**src/rtl/left_shifter_seq.sv**
```systemverilog
// rtl/left_shifter_seq.sv - multi-cycle logical left shifter, STEP bits per clock, valid/ready on both sides
module left_shifter_seq #(
    parameter int N    = 8,
    parameter int STEP = 1,
    localparam int AW  = $clog2(N) + 1
) (
    input  logic          clk,
    input  logic          reset,
    input  logic          in_valid,
    output logic          in_ready,
    input  logic [N-1:0]  d_in,
    input  logic [AW-1:0] amt,
    output logic          out_valid,
    input  logic          out_ready,
    output logic [N-1:0]  d_out,
    output logic          overflow,
    output logic          busy
);

    typedef enum logic [1:0] {IDLE, SHIFT, DONE} state_t;

    localparam logic [AW-1:0] N_W    = AW'(N);
    localparam logic [AW-1:0] STEP_W = AW'(STEP);

    state_t        state;
    logic [N-1:0]  data;
    logic [AW-1:0] remaining;
    logic [AW-1:0] amt_clamped;
    logic [AW-1:0] k;
    logic [N-1:0]  lost_mask;

    // lost_mask selects the top k bits of data, which fall off the MSB this cycle
    always_comb begin
        amt_clamped = (amt > N_W) ? N_W : amt;
        k           = (remaining > STEP_W) ? STEP_W : remaining;
        lost_mask   = ~({N{1'b1}} >> k);
    end

    always_ff @(posedge clk) begin
        if (reset) begin
            state     <= IDLE;
            data      <= '0;
            overflow  <= 1'b0;
            remaining <= '0;
        end else begin
            case (state)
                IDLE: begin
                    if (in_valid) begin
                        data      <= d_in;
                        overflow  <= 1'b0;
                        remaining <= amt_clamped;
                        state     <= (amt_clamped == '0) ? DONE : SHIFT;
                    end
                end
                SHIFT: begin
                    data      <= data << k;
                    overflow  <= overflow | (|(data & lost_mask));
                    remaining <= remaining - k;
                    if (remaining <= STEP_W) begin
                        state <= DONE;
                    end
                end
                DONE: begin
                    if (out_ready) begin
                        state <= IDLE;
                    end
                end
                default: state <= IDLE;
            endcase
        end
    end

    assign in_ready  = (state == IDLE);
    assign out_valid = (state == DONE);
    assign busy      = (state != IDLE);
    assign d_out     = data;

endmodule

```
**config.mk**
```make
export PLATFORM = sky130hd
export DESIGN_NAME = left_shifter_seq
export DESIGN_NICKNAME = d
export VERILOG_FILES = /design/src/rtl/left_shifter_seq.sv
export SDC_FILE = /design/constraint.sdc
export NUM_CORES = 1
export LEC_CHECK = 0
export BUFFER_PORTS_ARGS = -buffer_cell sky130_fd_sc_hd__buf_2
export CAP_MARGIN = 20
export CELL_PAD_IN_SITES_DETAIL_PLACEMENT = 0
export CELL_PAD_IN_SITES_GLOBAL_PLACEMENT = 1
export CORE_MARGIN = 2
export CORE_UTILIZATION = 33
export CTS_CLUSTER_SIZE = 16
export DETAILED_ROUTE_END_ITERATION = 10
export PLACE_DENSITY = 0.76
export SYNTH_ARGS = -nofsm -noshare
export SYNTH_HDL_FRONTEND = slang
export SYNTH_SLANG_ARGS = --single-unit
export TNS_END_PERCENT = 10
```
**constraint.sdc**
```tcl
create_clock -name clk -period 1.68 [get_ports clk]
set_clock_uncertainty 0.15 [all_clocks]
set_input_delay 0.42 -clock clk [delete_from_list [all_inputs] [get_ports clk]]
set_output_delay 0.42 -clock clk [all_outputs]
set_load 0.1 [all_outputs]
```
Yosys cells after proc, flatten, opt, wreduce, memory -nomap -nowiden
Index checks and enable logic that the tools add are counted.
Operators by class
  add/subtract/negate cells: 1
  magnitude comparators: 3
  equality and inequality tests: 5
  shifts and indexed selects: 2
  mux-type cells: 13
  bitwise logic cells: 3
  reduce and logical (&&, ||, !) cells: 7
Operators by type and width (number)
  case mux 8 bit (2 select lines): 1
  two-way mux 4 bit: 3
  bitwise AND 8 bit: 1
  two-way mux 2 bit: 4
  two-way mux 8 bit: 1
  NOT 8 bit: 1
  case mux 4 bit (2 select lines): 1
  OR reduction 8 bit: 1
  left shift 8 x 4 -> 8 bit: 1
  right shift 8 x 4 -> 8 bit, first input constant: 1
  case mux 2 bit (3 select lines): 1
  > comparator 4 x 1 -> 1 bit, second input constant: 1
  > comparator 4 bit, second input constant: 1
  <= comparator 4 x 1 -> 1 bit, second input constant: 1
  zero test 4 bit: 1
  inequality test 2 bit, second input constant: 2
  nonzero test 2 bit: 2
  subtractor 4 bit: 1
  AND reduction 3 bit: 1
  == test 2 x 1 -> 1 bit, second input constant: 1
  == test 2 bit, second input constant: 1
  zero test 2 bit: 1
  inequality test 2 x 1 -> 1 bit, second input constant: 1
  case mux 1 bit (2 select lines): 1
  other kinds (3): 3
Storage, ports and cells
  register bits after elaboration: 15
  input port bits: 16
  output and inout bits: 12
  logic and storage cells: 38

Logic depth before layout (Yosys ltp)
  word-level depth: 8
  depth in mapped cells: 6
  mapped depth without buffers: 6

Least setup slack after synthesis
OpenSTA, ideal clock, no wires.
  path kind: register to output
  start: register state[1]
  end: output port out_valid
  data arrival time: 1.844 ns
  required time: 1.110 ns
  slack: -0.734 ns
  stages on the path, launching flop included: 3
  buffers on the path: 1
  cells stage by stage: dfxtp_1 > buf_2 > nor2b_1
Between the ends
  cells in the longest elaborated chain, start to end: 1
Ends and longest elaborated chain
  start, declared: line 25  | state_t state;
  start signal, assigned: line 52  | state <= (amt_clamped == '0) ? DONE : SHIFT;
  == test 2 bit: line 74  | assign out_valid = (state == DONE);
  end, declared: line 13  | output logic out_valid,
Every way passes these cells.

Final worst setup path
  start: register remaining[1]
  end: register remaining[2]
Between the ends
  cells in the longest elaborated chain, start to end: 4
Ends and longest elaborated chain
  start, declared: line 27  | logic [AW-1:0] remaining;
  start signal, assigned: line 51  | remaining <= amt_clamped;
  start signal, assigned: line 58  | remaining <= remaining - k;
  > comparator 4 x 1 -> 1 bit: line 35  | k = (remaining > STEP_W) ? STEP_W : remaining;
  two-way mux 4 bit: line 35
  subtractor 4 bit (*): line 58
  case mux 4 bit (2 select lines) (*): line 46  | case (state)
Mark *: on every way between the ends. The rest lies on a longest branch, timed or not.
A chain may end at the register's enable or synchronous reset.

==> reports/qor.csv <==
metric,value,unit
FILL cells,278,
Least-Margin Pin Slew,0.4090,ns
antenna diode count,0,
area of the core,0.002734,sq mm
violated checks,setup timing,
Setup CP Type,register to register,
Routability Congestion,0.8917,
global-route wire length before repair,4271,um
Syn Nets,117,
nets,160,
drt wl/cell,13.93,um
synthesis-stage register bit count,15,
CP arrival,1.83,ns
"Top FF cell, synth",dfxtp_1,
Final Max Tran Viols,0,
FMAX,0.5654,GHz
std cell rows,19,
Area Growth Syn to Fin,48.06,%
1st-pass router iterations,4,
Finished Layout Cells,173,
"Core Util, Final",0.5076,
final hold violation count,0,
"Power, Total",0.001600,W
Crit. End Element,register,
Leakage Power,0.6136,nW
minimum clock period,1.769,ns
Num Clock Sinks,15,
DRT antenna net count,0,
Die W,57.29,um
vias in the first global route,960,
layout cell share with drive strength beyond 1,0.4577,
final count of negative-setup-slack endpoints,7,
async set-or-reset flop fraction in the synthesized netlist,0,
placed inst area,0.001291,sq mm
pin count of the biggest net entering global routing,17,
crit path launch type,register,
Cell Pwr Density,1153,mW/mm^2
Initial Util,0.3428,
Clock Latency Late Sink,0.28,ns
via/cell ratio,5.266,
"Seq/Total Area, Yosys",0.3204,
Tightest Hold Check Type,input pin to register,
die area,0.003282,sq mm
H-Tree Depth,1,
Buffers on Ports,27,
post-synthesis instance total,100,
grt ovf,0,
TritonCTS clock tree,done,
worst-path fanout max,3,
dpl cells,167,
FF-to-FF setup slack,-0.09,ns
Post-Syn Area,937.1,sq um
post-synth top area cell,dfxtp_1,
worst vdd ir,0.0008269,V
CTS Buffer Depth,2,
final worst-path cycle share,1.053,
Slew headroom,0.7248,
Top Ports,28,
Synth area leaders,"dfxtp_1 (32%), nor4b_4 (13%), o21bai_1 (5.6%)",
post-synthesis cell type count,36,
Post-Place Worst Slack,-0.1355,ns
Required @ worst endpoint,1.75,ns
synth warn,0,
Final Worst Setup Slack,-0.08865,ns
total CTS buffers,3,
GRT Total Usage,0.1673,
"EDFF count, synth",0,
RSZ-0062 raised after global routing,true,
antenna violations before repair,0,
run status,finished with violations,
syn avg cell area,9.371,sq um
Clock Tree Root,clkbuf_4,
initial DRC count,13,
vias,911,
Final Cell Area,0.001388,sq mm
MaxCap Viol Count,0,
Synth top area share,0.3204,
"Reg clk slew, reported paths",0.09,ns
dpl hpwl,1853,um
drt total wl,2410,um
Die H,57.29,um
DRC viols,0,
flip-flops by register name, summed over array words and instances (netlist names):
name       flops
d_out          8
overflow       1
remaining      4
state          2
critical path: stages, from the launching register on:
cell and delay, ns:
dfxtp_2 0.35, nor3_1 0.06, or2_1 0.24, ha_2 0.17
or4b_4 0.49, o32ai_2 0.10, o2bb2ai_1 0.13
stage by stage:
stage               hold WS, ns  setup TNS [ns]
floorplan                0.3795         -0.6386
global placement         0.3452         -0.3277
detailed placement       0.3589         -0.4852
CTS                      0.2189         -0.4331
global route             0.2110         -0.7907
finish                   0.2243         -0.3818
metal layers:
| layer | GRT usage | wire (um) | part of all wire |
|---|---|---|---|
| met1 | 0.2059 | 1039 | 0.43 |
| met2 | 0.2972 | 1200 | 0.50 |
| met4 | 0.04983 | 23 | 0.0095 |
| met3 | 0.02948 | 147 | 0.061 |
| met5 | 0 | 0 | 0 |
cells by family (layout without fill, tap and decap cells):
group / Yosys count / in the layout / share of synthesized area
flops: 15 / 15 / 0.3204
simple gates: 44 / 44 / 0.3925
buf+inv: 11 / 53 / 0.04674
compound gates: 28 / 28 / 0.2163
fa+ha+maj: 1 / 1 / 0.01335
mux: 1 / 1 / 0.01068
timing repair:
item | 4_1_cts | 5_1_grt
pin swaps | 4 | 3
setup buffers | 2 | 0
resized for setup | 10 | 8
hold buffers | 0 | 0
setup endpoints to repair | 10 | 18
cell usage in the layout (no fill, tap or decap), types with 7 or more instances in the layout:
cell      count
nor2_1        7
buf_4        14
dfxtp_1      10
buf_2        15
o21bai_1      7
a21oi_1       8
clkbuf_4      8
nor3_1        9
or3_1         7
cell type report:
type / count / area [sq um] / area share
well taps: 31 / 38.79 / 0.02795
multi-input cells: 74 / 623.1 / 0.4491
repair buffers: 42 / 360.3 / 0.2597
clock buffers: 4 / 26.28 / 0.01894
flip-flops and latches: 15 / 309.0 / 0.2227
inverters: 7 / 30.03 / 0.02164
cell usage after synthesis, types with 2 or more instances:
master    count
a211oi_1      2
a21oi_1       8
buf_2         2
clkbuf_1      2
dfxtp_1      15
inv_1         7
nand2b_1      2
nor2_1        7
nor2b_1       2
nor3_1        9
nor4b_4       5
o211a_1       2
o21bai_1      7
or3_1         7
or4b_1        2
power breakdown:
group          switching, W  internal, W  total (W)
Sequential        0.0000517     0.000409   0.000461
Clock              0.000120    0.0000921   0.000213
Combinational      0.000575     0.000351   0.000927
path summary, 6_finish.rpt:
kind | from | depth (start not counted) | endpoint
hold / removal | out_ready | 3 | state[1]$_SDFFE_PP0P_
hold reg to reg | state[1]$_SDFFE_PP0P_ | 1 | state[0]$_SDFFE_PP0P_
setup / recovery | remaining[1]$_SDFFE_PP0P_ | 6 | remaining[2]$_SDFFE_PP0P_
setup reg to reg | remaining[1]$_SDFFE_PP0P_ | 6 | remaining[2]$_SDFFE_PP0P_
Note: power is estimated with default switching activity, not from simulation.
